## src/rtl/core_node_scheduler_if.sv

```systemverilog
`default_nettype none
// ============================================================================
// Module   : core_node_scheduler_if
// Purpose  : Handshake/bus bundle between the node scheduler and its
//            controller/ALU environment.
// Ports    : master modport - controller side (drives start/abort/config and
//                             alu_done, observes selectors and status)
//            slave modport  - scheduler side (the reverse directions)
// Revision : 1.0 - initial release
// ============================================================================
interface core_node_scheduler_if #(
  parameter int WIDTH         = 32,
  parameter int NODE_CONTAINS = 5
);
  logic                     start;
  logic                     abort;
  logic [NODE_CONTAINS-1:0] node_mask;
  logic [WIDTH-1:0]         iter_limit;
  logic                     alu_done;
  logic [WIDTH-1:0]         v_selector;
  logic [WIDTH-1:0]         f_selector;
  logic                     alu_start;
  logic                     wb_en;
  logic [7:0]               node_idx;
  logic [WIDTH-1:0]         round_count;
  logic                     busy;
  logic                     done;

  modport master (
    output start, abort, node_mask, iter_limit, alu_done,
    input  v_selector, f_selector, alu_start, wb_en, node_idx,
           round_count, busy, done
  );

  modport slave (
    input  start, abort, node_mask, iter_limit, alu_done,
    output v_selector, f_selector, alu_start, wb_en, node_idx,
           round_count, busy, done
  );
endinterface
`default_nettype wire

```

## src/rtl/core_node_scheduler.sv

```systemverilog
`default_nettype none
// ============================================================================
// Module   : core_node_scheduler
// Purpose  : Walks the active nodes of the node RAM in ascending index order,
//            driving one-hot current (v) and predecessor (f) selectors into
//            the ALU input selector. Each node gets one ALU launch, a wait for
//            completion and a write-back strobe. The closed chain is walked
//            for iter_limit rounds, then done pulses.
// Ports    : clk  - system clock, rising edge
//            rst  - asynchronous active-high reset
//            bus  - core_node_scheduler_if.slave (start/abort/node_mask/
//                   iter_limit/alu_done in; v_selector/f_selector/alu_start/
//                   wb_en/node_idx/round_count/busy/done out)
// Notes    : WIDTH must be >= NODE_CONTAINS, NODE_CONTAINS <= 256.
// Revision : 1.0 - initial release
// ============================================================================
module core_node_scheduler #(
  parameter int WIDTH         = 32,
  parameter int NODE_CONTAINS = 5
) (
  input  logic                  clk,
  input  logic                  rst,
  core_node_scheduler_if.slave  bus
);

  typedef enum logic [2:0] {
    ST_IDLE  = 3'd0,
    ST_ISSUE = 3'd1,
    ST_WAIT  = 3'd2,
    ST_WRITE = 3'd3,
    ST_FIN   = 3'd4
  } state_t;

  localparam logic [WIDTH-1:0] c_one = {{(WIDTH-1){1'b0}}, 1'b1};

  // Index of the lowest set bit (0 for an empty mask).
  function automatic logic [7:0] lowest_set(input logic [NODE_CONTAINS-1:0] m);
    lowest_set = '0;
    for (int i = NODE_CONTAINS - 1; i >= 0; i--) begin
      if (m[i]) lowest_set = 8'(i);
    end
  endfunction

  // Index of the highest set bit (0 for an empty mask).
  function automatic logic [7:0] highest_set(input logic [NODE_CONTAINS-1:0] m);
    highest_set = '0;
    for (int i = 0; i < NODE_CONTAINS; i++) begin
      if (m[i]) highest_set = 8'(i);
    end
  endfunction

  // Next set bit strictly above idx; returns idx if none exists.
  function automatic logic [7:0] next_above(input logic [NODE_CONTAINS-1:0] m,
                                            input logic [7:0] idx);
    logic found;
    found      = 1'b0;
    next_above = idx;
    for (int i = 0; i < NODE_CONTAINS; i++) begin
      if (!found && m[i] && (8'(i) > idx)) begin
        next_above = 8'(i);
        found      = 1'b1;
      end
    end
  endfunction

  // One-hot decode limited to the node slots, so bits >= NODE_CONTAINS stay 0.
  function automatic logic [WIDTH-1:0] onehot(input logic [7:0] idx);
    onehot = '0;
    for (int i = 0; i < NODE_CONTAINS; i++) begin
      if (idx == 8'(i)) onehot[i] = 1'b1;
    end
  endfunction

  state_t                   r_state;
  logic [NODE_CONTAINS-1:0] r_mask;
  logic [WIDTH-1:0]         r_limit;
  logic [WIDTH-1:0]         r_round;
  logic [7:0]               r_first;
  logic [7:0]               r_last;
  logic [7:0]               r_cur;
  logic [7:0]               r_prev;
  logic [WIDTH-1:0]         r_v_sel;
  logic [WIDTH-1:0]         r_f_sel;
  logic                     r_alu_start;
  logic                     r_wb_en;
  logic                     r_done;
  logic                     r_busy;

  logic [7:0]               w_first;
  logic [7:0]               w_last;
  logic [7:0]               w_next;
  logic [WIDTH-1:0]         w_round_plus;
  logic [WIDTH-1:0]         w_round_sat;
  logic                     w_abort_now;

  assign w_first      = lowest_set(bus.node_mask);
  assign w_last       = highest_set(bus.node_mask);
  assign w_next       = next_above(r_mask, r_cur);
  // Wrapping sum is used for the limit compare: at all-ones it becomes 0,
  // which never matches a non-zero limit, so a saturated run keeps going.
  assign w_round_plus = r_round + c_one;
  assign w_round_sat  = (r_round == '1) ? r_round : w_round_plus;
  assign w_abort_now  = bus.abort && (r_state != ST_IDLE);

  always_ff @(posedge clk or posedge rst) begin
    if (rst) begin
      r_state     <= ST_IDLE;
      r_mask      <= '0;
      r_limit     <= '0;
      r_round     <= '0;
      r_first     <= '0;
      r_last      <= '0;
      r_cur       <= '0;
      r_prev      <= '0;
      r_v_sel     <= '0;
      r_f_sel     <= '0;
      r_alu_start <= 1'b0;
      r_wb_en     <= 1'b0;
      r_done      <= 1'b0;
      r_busy      <= 1'b0;
    end else if (w_abort_now) begin
      // Abort wins over everything; counters and indices are left as-is.
      r_state     <= ST_IDLE;
      r_v_sel     <= '0;
      r_f_sel     <= '0;
      r_alu_start <= 1'b0;
      r_wb_en     <= 1'b0;
      r_done      <= 1'b0;
      r_busy      <= 1'b0;
    end else begin
      r_alu_start <= 1'b0;
      r_wb_en     <= 1'b0;
      r_done      <= 1'b0;
      case (r_state)
        ST_IDLE: begin
          if (bus.start) begin
            r_mask  <= bus.node_mask;
            r_limit <= bus.iter_limit;
            r_round <= '0;
            r_first <= w_first;
            r_last  <= w_last;
            r_busy  <= 1'b1;
            if ((bus.node_mask == '0) || (bus.iter_limit == '0)) begin
              r_state <= ST_FIN;
              r_done  <= 1'b1;
            end else begin
              r_cur       <= w_first;
              r_prev      <= w_last;
              r_v_sel     <= onehot(w_first);
              r_f_sel     <= onehot(w_last);
              r_alu_start <= 1'b1;
              r_state     <= ST_ISSUE;
            end
          end
        end
        ST_ISSUE: begin
          r_state <= ST_WAIT;
        end
        ST_WAIT: begin
          if (bus.alu_done) begin
            r_wb_en <= 1'b1;
            r_state <= ST_WRITE;
          end
        end
        ST_WRITE: begin
          if (r_cur != r_last) begin
            r_prev      <= r_cur;
            r_cur       <= w_next;
            r_f_sel     <= r_v_sel;
            r_v_sel     <= onehot(w_next);
            r_alu_start <= 1'b1;
            r_state     <= ST_ISSUE;
          end else if (w_round_plus == r_limit) begin
            r_round <= w_round_sat;
            r_v_sel <= '0;
            r_f_sel <= '0;
            r_done  <= 1'b1;
            r_state <= ST_FIN;
          end else begin
            r_round     <= w_round_sat;
            r_prev      <= r_last;
            r_cur       <= r_first;
            r_v_sel     <= onehot(r_first);
            r_f_sel     <= onehot(r_last);
            r_alu_start <= 1'b1;
            r_state     <= ST_ISSUE;
          end
        end
        ST_FIN: begin
          r_busy  <= 1'b0;
          r_state <= ST_IDLE;
        end
        default: begin
          r_state <= ST_IDLE;
        end
      endcase
    end
  end

  // Pulses are masked in the abort cycle itself, not only from the next one.
  assign bus.alu_start   = r_alu_start & ~w_abort_now;
  assign bus.wb_en       = r_wb_en & ~w_abort_now;
  assign bus.done        = r_done & ~w_abort_now;
  assign bus.v_selector  = r_v_sel;
  assign bus.f_selector  = r_f_sel;
  assign bus.node_idx    = r_cur;
  assign bus.round_count = r_round;
  assign bus.busy        = r_busy;

endmodule
`default_nettype wire
```

## src/flat_wrapper.sv

```systemverilog
// flat-port wrapper written by rule: the top's interface ports become plain ports
module core_node_scheduler_flat 
#(
  parameter int WIDTH         = 32,
  parameter int NODE_CONTAINS = 5
)
  (clk, rst, bus_start, bus_abort, bus_node_mask, bus_iter_limit, bus_alu_done, bus_v_selector, bus_f_selector, bus_alu_start, bus_wb_en, bus_node_idx, bus_round_count, bus_busy, bus_done);
  core_node_scheduler_if #(.WIDTH(WIDTH), .NODE_CONTAINS(NODE_CONTAINS)) bus_i ();
  input  logic clk;
  input  logic rst;
  input wire logic [$bits(bus_i.start)-1:0] bus_start;
  input wire logic [$bits(bus_i.abort)-1:0] bus_abort;
  input wire logic [$bits(bus_i.node_mask)-1:0] bus_node_mask;
  input wire logic [$bits(bus_i.iter_limit)-1:0] bus_iter_limit;
  input wire logic [$bits(bus_i.alu_done)-1:0] bus_alu_done;
  output wire logic [$bits(bus_i.v_selector)-1:0] bus_v_selector;
  output wire logic [$bits(bus_i.f_selector)-1:0] bus_f_selector;
  output wire logic [$bits(bus_i.alu_start)-1:0] bus_alu_start;
  output wire logic [$bits(bus_i.wb_en)-1:0] bus_wb_en;
  output wire logic [$bits(bus_i.node_idx)-1:0] bus_node_idx;
  output wire logic [$bits(bus_i.round_count)-1:0] bus_round_count;
  output wire logic [$bits(bus_i.busy)-1:0] bus_busy;
  output wire logic [$bits(bus_i.done)-1:0] bus_done;
  assign bus_i.start = bus_start;
  assign bus_i.abort = bus_abort;
  assign bus_i.node_mask = bus_node_mask;
  assign bus_i.iter_limit = bus_iter_limit;
  assign bus_i.alu_done = bus_alu_done;
  assign bus_v_selector = bus_i.v_selector;
  assign bus_f_selector = bus_i.f_selector;
  assign bus_alu_start = bus_i.alu_start;
  assign bus_wb_en = bus_i.wb_en;
  assign bus_node_idx = bus_i.node_idx;
  assign bus_round_count = bus_i.round_count;
  assign bus_busy = bus_i.busy;
  assign bus_done = bus_i.done;
  core_node_scheduler #(.WIDTH(WIDTH), .NODE_CONTAINS(NODE_CONTAINS)) u_core (.clk(clk), .rst(rst), .bus(bus_i));
endmodule
```

## config.mk

```make
export PLATFORM = sky130hd
export DESIGN_NAME = core_node_scheduler_flat
export DESIGN_NICKNAME = d
export VERILOG_FILES = /design/src/rtl/core_node_scheduler_if.sv /design/src/rtl/core_node_scheduler.sv /design/src/flat_wrapper.sv
export SDC_FILE = /design/constraint.sdc
export NUM_CORES = 1
export LEC_CHECK = 0
export ABC_AREA = 1
export BUFFER_PORTS_ARGS = -buffer_cell sky130_fd_sc_hd__buf_4
export CAP_MARGIN = 5
export CORE_ASPECT_RATIO = 0.9
export CORE_MARGIN = 3
export CORE_UTILIZATION = 45
export DETAILED_ROUTE_END_ITERATION = 8
export PLACE_DENSITY = 0.71
export SYNTH_ARGS = -nofsm -noshare
export SYNTH_HDL_FRONTEND = slang
export SYNTH_SLANG_ARGS = --single-unit
```

## constraint.sdc

```tcl
create_clock -name clk -period 4.3 [get_ports clk]
set_input_delay 0.645 -clock clk [delete_from_list [all_inputs] [get_ports clk]]
set_output_delay 0.645 -clock clk [all_outputs]
set_load 0.02 [all_outputs]
```

Word-level counts from Yosys, hierarchy flattened:

Cells that the tools add are included.

* flip-flop bits (word level): 164
* input port bits: 42
* output and inout bits: 108

* add/sub/neg operators: 1
* order comparisons: 5
* eq/ne operators: 35
* mux-type cells: 89
* bitwise gates (word level): 4
* reductions and logical operators: 33

Operators by type and width (number)
* two-way mux 32 bit: 11
* case mux 32 bit (2 select lines): 3
* two-way mux 8 bit: 13
* == test 8 x 2 -> 1 bit (second input constant): 8
* two-way mux 1 bit: 45
* zero test 8 bit: 5
* adder 32 x 1 -> 32 bit (second input constant): 1
* == test 32 bit: 1
* == test 32 bit (second input constant): 1
* == test 8 x 1 -> 1 bit (second input constant): 4
* == test 8 x 3 -> 1 bit (second input constant): 4
* zero test 32 bit: 1
* two-way mux 3 bit: 8
* > comparator 1 x 8 -> 1 bit (first input constant): 2
* > comparator 2 x 8 -> 1 bit (first input constant): 2
* case mux 8 bit (2 select lines): 1
* == test 3 x 2 -> 1 bit (second input constant): 4
* != test 3 x 2 -> 1 bit (second input constant): 4
* case mux 3 bit (4 select lines): 1
* logical AND 1 bit: 10
* two-way mux 5 bit: 2
* AND reduction 5 bit: 2
* nonzero test 3 bit: 3
* > comparator 3 x 8 -> 1 bit (first input constant): 1
* other kinds (15): 30

Longest topological paths before layout:

* word-level depth: 24
* mapped depth: 18

Worst setup path after synthesis:

OpenSTA, ideal clock, no wires.

* path type: flip-flop to flip-flop
* start: register u_core.r_round[0], in the netlist u_core.bus.round_count[0]
* end: register u_core.r_f_sel[0], in the netlist u_core.bus.f_selector[0]
* library setup time: 0.117 ns
* data arrival time: 2.208 ns
* required time: 4.183 ns
* slack: 1.975 ns
* stages on the path, launching flop included: 17
* path buffers: 0
* path through: dfrtp_1 -> ha_1 -> nand2_1 -> nor2_2 -> nand2_1 -> o21ai_0 -> nand2_1 -> nand2_1 -> nand2_1 -> nor2_1 -> nand2_1 -> nor2_2 -> nand4_2 -> nand3_1 -> nand2_1 -> nand2_1 -> nand2_1

* cells in the longest elaborated chain, start to end: 6

Ends and longest elaborated chain
* start, declared: line core_node_scheduler.sv:77 `logic [WIDTH-1:0] r_round;`
* start signal, assigned: line core_node_scheduler.sv:174 `r_round <= w_round_sat;`
* start signal, assigned: line core_node_scheduler.sv:180 `r_round <= w_round_sat;`
* adder 32 x 1 -> 32 bit: line core_node_scheduler.sv:101 `assign w_round_plus = r_round + c_one;`
* == test 32 bit: line core_node_scheduler.sv:173 `end else if (w_round_plus == r_limit) begin`
* two-way mux 5 bit: line core_node_scheduler.sv:173
* two-way mux 32 bit: line core_node_scheduler.sv:166 `if (r_cur != r_last) begin`
* case mux 32 bit (2 select lines): line core_node_scheduler.sv:134 `case (r_state)`
* two-way mux 32 bit: line core_node_scheduler.sv:121 `end else if (w_abort_now) begin`
* end signal, assigned: line core_node_scheduler.sv:150 `r_f_sel <= onehot(w_last);`
* end signal, assigned: line core_node_scheduler.sv:169 `r_f_sel <= r_v_sel;`
* end signal, assigned: line core_node_scheduler.sv:184 `r_f_sel <= onehot(r_last);`
* end, declared: line core_node_scheduler.sv:83 `logic [WIDTH-1:0] r_f_sel;`

Every way passes these cells.
A chain may end at the register's enable or synchronous reset.

Worst setup path after layout:

* start: register u_core.r_round[0], in the netlist u_core.bus.round_count[0]
* end: register u_core.r_round[17], in the netlist u_core.bus.round_count[17]

* cells in the longest elaborated chain, start to end: 4
* elaborated cells between the ends (all ways): 7
* classes of those cells: add/sub: 1; eq/ne: 2; mux: 3; reduce/logical: 1

Ends and longest elaborated chain
* adder 32 x 1 -> 32 bit: line core_node_scheduler.sv:101
* two-way mux 32 bit: line core_node_scheduler.sv:102 `assign w_round_sat = (r_round == '1) ? r_round : w_round_plus;`
* two-way mux 32 bit: line core_node_scheduler.sv:166
* case mux 32 bit (2 select lines): line core_node_scheduler.sv:134

Parallel ways exist; a longest one is shown, timed or not. The select of a mux whose other input is x is not followed.

==> impl_metrics.ini <==
[cts]
htree_levels = 3
numCtsBuffers = 9
clk-insertion-delay-late_ns = 0.36
cts_tree = yes
cts_buffer_depth = 2
cts_setup_buffers = 0
cts_root_buffer = clkbuf_16
ctsHoldBuffers = 0
post_cts_resized = 0
clkTransAtPathRegs_ns = 0.07
cts_sinks = 98

[timing]
rsz0062_at_grt = no
setup_tns_ns = 0
finalHoldViolCount = 0
drv_slew = 0
fin_crit_sh_pct = 73.2
fin_ws_ns = 1.15
fin_crit_ns = 3.15
tightest_slew_ns = 1.00
fmax_mhz = 318
setup_viol = 0
slew_headroom_pct = 33.3
skew_ns = 0.00885

[routing]
vias_per_cell = 5.27
wl_met3_um = 1830
avgRoutedWirePerCell_um = 15.5
drtPass1Iterations = 6
drc = 0
routed_wl_um = 20700
wl_met2_um = 8820
drtAntennaViolNets = 0
top_layer = met4
drt-met1-wl_um = 9340
num_vias = 7041
drt_iter0_markers = 777

[hold_path]
hp-class = reg -> reg

[finish]
n_antenna_cell = 0
drive_above_1_share_pct = 12.1
utilization_pct = 53.0
finalNonFillerCells = 1337
syn_to_final_growth_pct = 14.3
final_nets = 1179

[worst_setup_path]
critPathRequiredTime_ns = 4.51
crit_type = reg -> reg
path_common_cell = nand2_1
slowest_delay_ns = 0.44
slowest_stage = dfrtp_1
critical_path.startpoint_type = flip-flop
critPathArrivalTime_ns = 3.36
crit_fanout = 20
crit_path_cell_trace = ha_1 > nand2_1 > nor2_2 > nand2_1 > nor2_1 > nand2_1 > nor3_1 > a31oi_1 > nand2_1 > buf_4 > o22ai_1
end_kind = flip-flop

[place]
routabilityCongestion = 1.00
dp.cells = 1323
io_buffers = 95
preCtsSetupSlack_ns = 1.28
hpwl_um = 15900

[die]
coreArea_sq_um = 14800
dieHeight_um = 123
io_pins = 150
die_w_um = 136
start_util_pct = 46.4
die_area_sq_um = 16800
num_rows = 42

[synth]
synth.most_common_cell = nand2_1
synth_seq_cells = 98
ys_top_cells_by_count = nand2_1, nor2_1, inv_1
yosysSeqAreaShare_pct = 35.7
yosysUniqueCellTypes = 39
synthCells = 1045
synth_edf_count = 0
synthFlopType = dfrtp_1
avgSynthCellArea_sq_um = 6.58
netlist_area_sq_um = 6870
synth.area.top_cells = dfrtp_1, nand2_1, nor2_1
async_flop_share_pct = 100
yosys.area.top_type = dfrtp_1
synthDominantCellAreaShare_pct = 35.7
ys_warn_count = 0

[global_route]
grt_start_max_net_pins = 81
antenna_found_initial = 0
grt_pass1_vias = 6442
grt_pass1_wl_um = 33300
grt_usage_pct = 25.5
overflow = 0

[run_status]
status = finished, final reports clean

[power]
p_leak_uw = 0.00392
ir_drop_v = 0.000328
p_total_uw = 3950
pwr_density_cell_nw_per_um2 = 503

[flow_run]
drv_cap = 0
## cells in the final DEF, fill, tap and decap left out, drive strengths merged, types with 2 or more instances in the layout
cell type | synthesis | final
nand2 | 354 | 354
nor2 | 128 | 128
inv | 113 | 113
buf | 61 | 101
dfrtp | 98 | 98
nand3 | 87 | 87
o21ai | 58 | 58
conb | 1 | 54
o22ai | 30 | 30
nand4 | 30 | 30
nand3b | 23 | 23
a21oi | 15 | 15
clkbuf | 13 | 11
nor3 | 9 | 9
xor2 | 6 | 6
nor4 | 4 | 4
a31oi | 2 | 2
xnor2 | 2 | 2
and2 | 2 | 2
o221ai | 2 | 2
clkinv | 0 | 2
## through the flow
stage,area [sq um],hold WS [ns]
final,7860,0.485
after global routing,7860,0.496
after CTS,7860,0.485
after detailed placement,7600,0.467
after global placement,7600,0.470
after floorplan,7070,0.453
## worst max-delay path, delay by kind of cell, from the launching register on
| kind | cells | cell delay (ns) |
|---|---|---|
| buf+inv | 1 | 0.39 |
| fa+ha+maj | 1 | 0.25 |
| compound gates | 2 | 0.38 |
| simple gates | 7 | 1.54 |
| flops | 1 | 0.44 |
## worst paths after layout
check	slack, ns	depth (start not counted)	endpoint	start
setup / recovery	1.15	11	u_core.bus.round_count[17]	u_core.bus.round_count[0]
hold / removal	0.48	2	u_core.bus.f_selector[3]	u_core.bus.f_selector[3]
setup reg to reg	1.15	11	u_core.bus.round_count[17]	u_core.bus.round_count[0]
hold reg to reg	0.48	2	u_core.bus.f_selector[3]	u_core.bus.f_selector[3]
max in group asynchronous	2.92	3	u_core.bus.round_count[12]	rst
min in group asynchronous	0.53	2	u_core.bus.f_selector[0]	rst
## cell type report
| class | count | area [sq um] |
|---|---|---|
| clock buffers | 11 | 243 |
| fillers | 1526 | 6960 |
| well taps | 198 | 248 |
| multi-input cells | 813 | 3710 |
| repair buffers | 101 | 758 |
| inverters | 113 | 427 |
| clock inverters | 3 | 17.5 |
| flip-flops and latches | 98 | 2450 |
## power breakdown
| part | internal, uW | switching, uW | leakage (uW) |
|---|---|---|---|
| Clock | 400 | 357 | 0.000127 |
| Combinational | 597 | 1180 | 0.00250 |
| Sequential | 1170 | 248 | 0.00129 |
| Total | 2170 | 1780 | 0.00392 |
## cells by family (layout without fill, tap and decap cells)
| group | count (synthesis) | after routing | share of synthesized area (%) |
|---|---|---|---|
| xor gates and xnor gates | 8 | 8 | 1.02 |
| and+or+nand+nor | 641 | 641 | 41.1 |
| buffers and inverters | 187 | 228 | 13.3 |
| DFF | 98 | 98 | 35.7 |
| other | 1 | 54 | 0.0546 |
| adders and majority gates | 1 | 1 | 0.182 |
| AOI/OAI and AO/OA | 109 | 109 | 8.72 |
## layer usage
layer  up-vias  global-route usage, %
met2       340                   37.3
met3        50                   5.74
met4         0                   10.7
met5         -                      0
met1      3197                   36.5
li1       3454                      -
## state kept, by name, indices dropped and copies added (netlist names), 3 cells and up
signal                  cells
u_core.r_first              3
u_core.r_limit             32
u_core.bus.f_selector       5
u_core.bus.v_selector       5
u_core.bus.round_count     32
u_core.r_state              3
u_core.bus.node_idx         8
u_core.r_mask               4
(Power assumes the default switching activity.)
